$ cat src/rtl/instruction_fetch.sv
// Instruction fetch stage: holds the PC, fetches one 32-bit word at a time over a
// ready-gated request interface, presents it to decode and computes the next PC from
// jump / jump-register / taken-branch inputs when the held instruction retires.
// Optional feature macro: FETCH_ALIGN_CHECK_EN (misaligned redirects trap to a sticky
// FAULT state instead of being silently word-aligned).
module instruction_fetch #(
    parameter logic [31:0] RESET_PC = 32'h0000_0000
) (
    input  logic        clk,
    input  logic        reset,
    output logic        imem_req,
    output logic [31:0] imem_addr,
    input  logic        imem_ready,
    input  logic [31:0] imem_rdata,
    output logic [31:0] ins,
    output logic        ins_valid,
    input  logic        ins_ready,
    output logic [31:0] pc_out,
    output logic [31:0] pc_plus4,
    input  logic        jump,
    input  logic        jump_reg,
    input  logic        branch_taken,
    input  logic [31:0] rs_data,
    output logic [31:0] retired,
    output logic        fetch_fault
);

`ifdef FETCH_ALIGN_CHECK_EN
    typedef enum logic [1:0] {StIdle, StReq, StHold, StFault} state_e;
`else
    typedef enum logic [1:0] {StIdle, StReq, StHold} state_e;
`endif

    state_e      state_q, state_d;
    logic [31:0] pc_q, pc_d;
    logic [31:0] ins_q, ins_d;
    logic [31:0] retired_q, retired_d;
    logic [31:0] pc_inc;
    logic [31:0] target;
`ifdef FETCH_ALIGN_CHECK_EN
    logic        fault_q, fault_d;
`endif

    assign pc_inc    = pc_q + 32'd4;
    assign imem_req  = (state_q == StReq);
    assign imem_addr = pc_q;
    assign ins       = ins_q;
    assign ins_valid = (state_q == StHold);
    assign pc_out    = pc_q;
    assign pc_plus4  = pc_inc;
    assign retired   = retired_q;
`ifdef FETCH_ALIGN_CHECK_EN
    assign fetch_fault = fault_q;
`else
    assign fetch_fault = 1'b0;
`endif

    // Redirect target selection; only consumed in the retire cycle.
    always_comb begin
        target = pc_inc;
        if (jump_reg) begin
            target = rs_data;
        end else if (jump) begin
            target = {pc_inc[31:28], ins_q[25:0], 2'b00};
        end else if (branch_taken) begin
            target = pc_inc + {{14{ins_q[15]}}, ins_q[15:0], 2'b00};
        end
    end

    // Next-state and datapath update for the fetch FSM.
    always_comb begin
        state_d   = state_q;
        pc_d      = pc_q;
        ins_d     = ins_q;
        retired_d = retired_q;
`ifdef FETCH_ALIGN_CHECK_EN
        fault_d   = fault_q;
`endif
        case (state_q)
            StIdle: begin
`ifdef FETCH_ALIGN_CHECK_EN
                if (RESET_PC[1:0] != 2'b00) begin
                    state_d = StFault;
                    fault_d = 1'b1;
                end else begin
                    state_d = StReq;
                end
`else
                state_d = StReq;
`endif
            end
            StReq: begin
                if (imem_ready) begin
                    ins_d   = imem_rdata;
                    state_d = StHold;
                end
            end
            StHold: begin
                if (ins_ready) begin
                    retired_d = retired_q + 32'd1;
`ifdef FETCH_ALIGN_CHECK_EN
                    // A misaligned target never reaches the PC; the core stops here.
                    if (target[1:0] != 2'b00) begin
                        fault_d = 1'b1;
                        state_d = StFault;
                    end else begin
                        pc_d    = target;
                        state_d = StReq;
                    end
`else
                    pc_d    = target & 32'hFFFF_FFFC;
                    state_d = StReq;
`endif
                end
            end
`ifdef FETCH_ALIGN_CHECK_EN
            StFault: begin
                state_d = StFault;
            end
`endif
            default: begin
                state_d = StIdle;
            end
        endcase
    end

    // FSM state register.
    always_ff @(posedge clk) begin
        if (reset) begin
            state_q <= StIdle;
        end else begin
            state_q <= state_d;
        end
    end

    // PC, held instruction, retire counter and fault flag.
    always_ff @(posedge clk) begin
        if (reset) begin
            pc_q      <= RESET_PC;
            ins_q     <= 32'h0;
            retired_q <= 32'h0;
`ifdef FETCH_ALIGN_CHECK_EN
            fault_q   <= 1'b0;
`endif
        end else begin
            pc_q      <= pc_d;
            ins_q     <= ins_d;
            retired_q <= retired_d;
`ifdef FETCH_ALIGN_CHECK_EN
            fault_q   <= fault_d;
`endif
        end
    end

endmodule

$ cat config.mk
export PLATFORM = sky130hd
export DESIGN_NAME = instruction_fetch
export DESIGN_NICKNAME = d
export VERILOG_FILES = /design/src/rtl/instruction_fetch.sv
export SDC_FILE = /design/constraint.sdc
export NUM_CORES = 1
export LEC_CHECK = 0
export ABC_AREA = 1
export BUFFER_PORTS_ARGS = -buffer_cell sky130_fd_sc_hd__buf_2
export CORE_ASPECT_RATIO = 0.7
export CORE_UTILIZATION = 57
export DETAILED_ROUTE_END_ITERATION = 8
export GPL_TIMING_DRIVEN = 0
export HOLD_SLACK_MARGIN = 0.02
export PLACE_DENSITY_LB_ADDON = 0.15
export REMOVE_ABC_BUFFERS = 1
export SLEW_MARGIN = 15
export SYNTH_ARGS = -nofsm -noshare
export SYNTH_HDL_FRONTEND = slang
export SYNTH_SLANG_ARGS = --single-unit
$ cat constraint.sdc
create_clock -name clk -period 5.3 [get_ports clk]
set_input_delay 1.325 -clock clk [delete_from_list [all_inputs] [get_ports clk]]
set_output_delay 1.325 -clock clk [all_outputs]
set_load 0.005 [all_outputs]
Word-level counts from Yosys, hierarchy flattened
Cells that the tools add are included.
{ "totals": {"reg_bits": 96, "input_bits": 71, "output_inout_bits": 163, "word_cells": 21} }
{ "classes": {"n_addsub": 3, "n_eq_ne": 4, "mux": 6, "reduce_logical": 4} }
{ "op_table": {"columns": ["cell", "n"], "rows": [
  ["2-to-1 mux 32 bit", 3],
  ["adder 32 x 1 -> 32 bit, second input constant", 1],
  ["adder 32 x 3 -> 32 bit, second input constant", 1],
  ["adder 32 bit", 1],
  ["one-hot mux 2 bit (3 select lines)", 1],
  ["AND reduction 2 bit", 3],
  ["2-to-1 mux 2 bit", 2],
  ["inequality test 2 x 1 -> 1 bit, second input constant", 2],
  ["== test 2 x 1 -> 1 bit, second input constant", 1],
  ["== test 2 bit, second input constant", 1],
  ["logical NOT 2 bit", 1]
]} }

Longest topological paths before layout
{ "logic_depth": {"word_depth": 5, "mapped_depth": 24, "depth_no_buf": 24} }

Worst setup path after synthesis
Ideal clock, no wire load.
{ "synth_path": {"kind": "register -> register", "from": "register pc_q[2], in the netlist imem_addr[2]", "to": "register pc_q[29], in the netlist imem_addr[29]", "arrival_ns": 2.756, "required_time_ns": 5.168, "slack_ns": 2.411, "path_stages_with_launch": 20, "synth_period_minus_slack_ns": 2.889, "cell_sequence": "dfxtp_1 ha_1 nand3_1 nor3_2 inv_1 nor2_1 xor2_1 ha_1 nand2_1 nand2_1 a21oi_1 nand2_1 a21oi_1 nand2_1 nand2_1 nand3_1 nand2_1 nand2_1 nand2_1 a21oi_1"} }
{ "synth_between": {"elab_chain_len": 5} }
{ "synth_lines": {"columns": ["element", "line_no", "text"], "rows": [
  ["start, declared", "35", "logic [31:0] pc_q, pc_d;"],
  ["start signal, assigned", "146", "pc_q <= pc_d;"],
  ["adder 32 x 3 -> 32 bit", "44", "assign pc_inc = pc_q + 32'd4;"],
  ["net pc_plus4[18]", "19", "output logic [31:0] pc_plus4,"],
  ["adder 32 bit", "66", "target = pc_inc + {{14{ins_q[15]}}, ins_q[15:0], 2'b00};"],
  ["2-to-1 mux 32 bit", "65", "end else if (branch_taken) begin"],
  ["2-to-1 mux 32 bit", "63", "end else if (jump) begin"],
  ["2-to-1 mux 32 bit", "61", "if (jump_reg) begin"]
]} }
The timed path passes the listed nets, and every way through them passes these cells.
A chain may end at the register's enable or synchronous reset.

Worst setup path after layout
{ "layout_path": {"from": "register pc_q[2], in the netlist imem_addr[2]", "to": "output port pc_plus4[18]"} }
{ "layout_between": {"elab_chain_len": 1} }
{ "layout_lines": {"columns": ["element", "line_no"], "rows": [
  ["adder 32 x 3 -> 32 bit", "44"],
  ["end, declared", "19"]
]} }
Every way passes these cells.

==> report_table.html <==
<table>
<tr><th>Metric</th><th>Value</th></tr>
<tr><th colspan="2">Timing</th></tr>
<tr><td>RSZ-0062 raised after global routing</td><td>false</td></tr>
<tr><td>Tightest Pin Transition</td><td>0.9643 ns</td></tr>
<tr><td>Final Skew</td><td>0.01306 ns</td></tr>
<tr><td>Endpoints failing hold</td><td>0</td></tr>
<tr><td>Final period util</td><td>74.24%</td></tr>
<tr><td>Relative max-transition margin</td><td>35.63%</td></tr>
<tr><td>Highest attainable clock frequency</td><td>254.1 MHz</td></tr>
<tr><td>Final setup TNS</td><td>0 ns</td></tr>
<tr><td>Final Max Tran Viols</td><td>0</td></tr>
<tr><td>Crit path time final</td><td>3.935 ns</td></tr>
<tr><td>Endpoints failing setup</td><td>0</td></tr>
<tr><td>Final Worst Setup Slack</td><td>1.365 ns</td></tr>
<tr><th colspan="2">Clock network</th></tr>
<tr><td>CTS Sinks</td><td>96</td></tr>
<tr><td>Inserted Clock Buffers</td><td>9</td></tr>
<tr><td>Clock-pin slew of the registers on the worst-case setup and hold paths</td><td>0.08 ns</td></tr>
<tr><td>Number of H-tree branching levels</td><td>3</td></tr>
<tr><td>Cts hold-fix bufs</td><td>0</td></tr>
<tr><td>Maximum count of clock buffers along a single path</td><td>2</td></tr>
<tr><td>Number of gates resized after cts</td><td>0</td></tr>
<tr><td>CTS tree</td><td>yes</td></tr>
<tr><td>Clock insertion delay at the later pin of the skew report</td><td>0.36 ns</td></tr>
<tr><td>Number of buffers inserted by post-CTS setup repair</td><td>0</td></tr>
<tr><td>CTS Root Cell</td><td>clkbuf_16</td></tr>
<tr><th colspan="2">Logic synthesis</th></tr>
<tr><td>Count of warnings emitted by yosys</td><td>0</td></tr>
<tr><td>Yosys reg bits</td><td>96</td></tr>
<tr><td>Library cell occupying the most area in the post-synthesis netlist</td><td>dfxtp_1</td></tr>
<tr><td>Synth Cell Area</td><td>0.007900 mm²</td></tr>
<tr><td>Library cells used by synthesis</td><td>42</td></tr>
<tr><td>Cells after Synth</td><td>1338</td></tr>
<tr><td>Share of the synthesized area in the top cell type</td><td>24.33%</td></tr>
<tr><td>Sequential cell area fraction in the yosys report</td><td>24.33%</td></tr>
<tr><td>Average size of a mapped cell</td><td>5.904 µm²</td></tr>
<tr><td>Dominant cells by area after synthesis</td><td>dfxtp_1 24%, nand2_1 18%, a21oi_1 8.5%</td></tr>
<tr><th colspan="2">GRT</th></tr>
<tr><td>Vias in the first global route</td><td>8077</td></tr>
<tr><td>Total congestion overflow</td><td>0</td></tr>
<tr><td>Maximum number of pins on one net before global-route repair</td><td>63</td></tr>
<tr><td>Overall global routing resource usage</td><td>38.98%</td></tr>
<tr><td>Initial antenna violation count</td><td>0</td></tr>
<tr><td>Global-route wire length before repair</td><td>42.71 mm</td></tr>
<tr><th colspan="2">Power</th></tr>
<tr><td>Static leakage</td><td>4.766 nW</td></tr>
<tr><td>Clock power frac</td><td>39.9%</td></tr>
<tr><td>Power density of the placed cells</td><td>183.9 mW/mm²</td></tr>
<tr><td>Switch share</td><td>30.71%</td></tr>
<tr><td>Worst vdd ir</td><td>0.1850 mV</td></tr>
<tr><td>Switch Pwr</td><td>520.1 µW</td></tr>
<tr><td>Internal power summed over all cells</td><td>1.174 mW</td></tr>
<tr><td>Portion of total power attributed to sequential cells</td><td>45.1%</td></tr>
<tr><td>Comb pwr share</td><td>15.0%</td></tr>
<tr><th colspan="2">Floorplanning</th></tr>
<tr><td>Core ar.</td><td>0.01336 mm²</td></tr>
<tr><td>Die area</td><td>0.01434 mm²</td></tr>
<tr><td>X dimension of the die</td><td>142.7 µm</td></tr>
<tr><td>Rows</td><td>35</td></tr>
<tr><td>I/O Pins</td><td>234</td></tr>
<tr><td>Initial Util</td><td>59.15%</td></tr>
<tr><td>Die H</td><td>100.5 µm</td></tr>
<tr><th colspan="2">Final layout</th></tr>
<tr><td>Non-filler instance count after layout</td><td>1697</td></tr>
<tr><td>Top library cells by usage in the layout, fill and taps aside</td><td>378 x nand2_1, 223 x buf_2, 168 x inv_1</td></tr>
<tr><td>Final design instance area without fill</td><td>0.009210 mm²</td></tr>
<tr><td>Fraction of final layout cells sized beyond drive strength 1</td><td>17.99%</td></tr>
<tr><td>Number of nets in the final layout</td><td>1616</td></tr>
<tr><td>P&amp;R area growth vs syn</td><td>16.58%</td></tr>
<tr><td>Most frequent standard cell in the layout excluding fill and tap cells</td><td>nand2_1</td></tr>
<tr><td>ANT cells</td><td>0</td></tr>
<tr><td>Fill cell instance count of the final layout</td><td>1257</td></tr>
<tr><th colspan="2">Placement</th></tr>
<tr><td>Port-buffer cells</td><td>224</td></tr>
<tr><td>Setup slack after placement</td><td>0.9421 ns</td></tr>
<tr><td>Total half-perimeter wirelength after legalization and detailed placement</td><td>21.73 mm</td></tr>
<tr><td>Placed Area</td><td>0.008905 mm²</td></tr>
<tr><td>Total placed cells including tap cells</td><td>1681</td></tr>
<tr><td>Placer congestion estimate</td><td>0.9812</td></tr>
<tr><th colspan="2">Route</th></tr>
<tr><td>WL final</td><td>27.79 mm</td></tr>
<tr><td>Wire length per cell</td><td>16.38 µm</td></tr>
<tr><td>Vias per cell</td><td>5.503</td></tr>
<tr><td>Routed met3 length</td><td>3.422 mm</td></tr>
<tr><td>Topmost layer with routed signal wires</td><td>met4</td></tr>
<tr><td>DR iter-0 viols</td><td>833</td></tr>
<tr><td>Met1 Routed Length</td><td>12.75 mm</td></tr>
<tr><td>Number of remaining DRC errors</td><td>0</td></tr>
<tr><td>Count of nets left with antenna violations after detail routing</td><td>0</td></tr>
<tr><td>Met2 Routed Length</td><td>11.26 mm</td></tr>
<tr><td>Routed via count</td><td>9339</td></tr>
<tr><td>Length of the first detailed-routing pass in iterations</td><td>6</td></tr>
<tr><th colspan="2">Run status</th></tr>
<tr><td>Run status</td><td>completed</td></tr>
<tr><th colspan="2">Worst setup path</th></tr>
<tr><td>Setup CP Type</td><td>reg2out</td></tr>
<tr><td>CP Capture Type</td><td>output pin</td></tr>
<tr><td>Arrival time at the worst endpoint</td><td>2.61 ns</td></tr>
<tr><td>Worst Path Max Fanout</td><td>9</td></tr>
<tr><td>Data required, critical path</td><td>3.97 ns</td></tr>
<tr><td>Category of the worst setup path launch point</td><td>register</td></tr>
<tr><th colspan="2">Hold path</th></tr>
<tr><td>Class of the tightest hold or removal check</td><td>reg2reg</td></tr>
<tr><th colspan="2">Flow run</th></tr>
<tr><td>Number of maximum-capacitance violations</td><td>0</td></tr>
</table>
-- power groups by stage --
stage	clock, mW	combinational (mW)	sequential [mW]
after floorplan	0	0.126	0.775
after global placement	0	0.239	0.779
after detailed placement	0	0.246	0.779
after CTS	0.676	0.247	0.763
after global routing	0.715	0.280	0.766
final	0.677	0.254	0.763
-- metrics by stage --
stage / total power, mW / util [%] / hold WS [ns]
2_1_floorplan: 0.9009 / - / 0.4513
5_1_grt: 1.761 / 68.96 / 0.5017
3_5_place_dp: 1.026 / 66.67 / 0.4552
6_report: 1.694 / 68.96 / 0.4657
3_3_place_gp: 1.018 / 66.32 / 0.4450
4_1_cts: 1.686 / 68.92 / 0.4685
-- layer usage --
layer	vias to the layer above	track usage [%]
met5	-	0
met4	0	6.203
met3	29	8.504
met2	461	56.86
met1	4263	58.67
li1	4586	-
-- worst max-delay path, cell delays in order (launching register included) --
cell     delay, ns
dfxtp_1       0.56
ha_1          0.31
nand3_1       0.19
nor3_2        0.34
inv_1         0.13
nor2_1        0.13
xor2_1        0.39
buf_2         0.20
-- cell type report --
class,instances,area [µm²],area share [%]
Sequential cell,96,1922,20.87
Multi-Input combinational cell,1002,4955,53.80
Clock buffer,10,239.0,2.595
Tap cell,185,231.5,2.513
Clock inverter,6,61.31,0.6657
Timing Repair Buffer,226,1155,12.54
Inverter,172,646.9,7.024
-- final timing paths --
check                           slack [ns]  depth (start not counted)                          to                 startpoint
worst max-delay path                  1.37                          7                pc_plus4[18]  imem_addr[2]$_SDFFE_PP0P_
worst min-delay path                  0.47                          2        ins[31]$_SDFFE_PP0P_       ins[31]$_SDFFE_PP0P_
worst max register to register        1.44                         19  imem_addr[29]$_SDFFE_PP0P_  imem_addr[2]$_SDFFE_PP0P_
worst min register to register        0.47                          2        ins[31]$_SDFFE_PP0P_       ins[31]$_SDFFE_PP0P_
-- cell usage after synthesis, drive strengths merged --
cell	count
o221ai	3
a211oi	2
nor3b	5
ha	37
a221oi	2
a21oi	134
xor2	21
nor4	2
a21o	6
or2	5
o21bai	5
o211ai	7
o21a	2
and2	2
dfxtp	96
nand4	14
a22oi	1
fa	1
and3	1
nor3	28
buf	38
nand3b	1
clkbuf	36
conb	1
xnor2	6
o21ai	45
clkinv	2
nand3	118
inv	170
and3b	1
nand2	382
nor2	164
-- cell families after synthesis --
kind of cell | count (synthesis) | synth area share, %
DFF | 96 | 24.33
buffers and inverters | 246 | 13.46
other | 1 | 0.04747
and+or+nand+nor | 723 | 38.98
adders and majority gates | 38 | 6.113
xor gates and xnor gates | 27 | 2.993
AOI/OAI and AO/OA | 207 | 14.08
-- sequential cells by signal, indices dropped and copies added (netlist names) --
| name | cells |
|---|---|
| state_q | 2 |
| retired | 32 |
| ins | 32 |
| imem_addr | 30 |
Power figures use the tool's default switching activity.
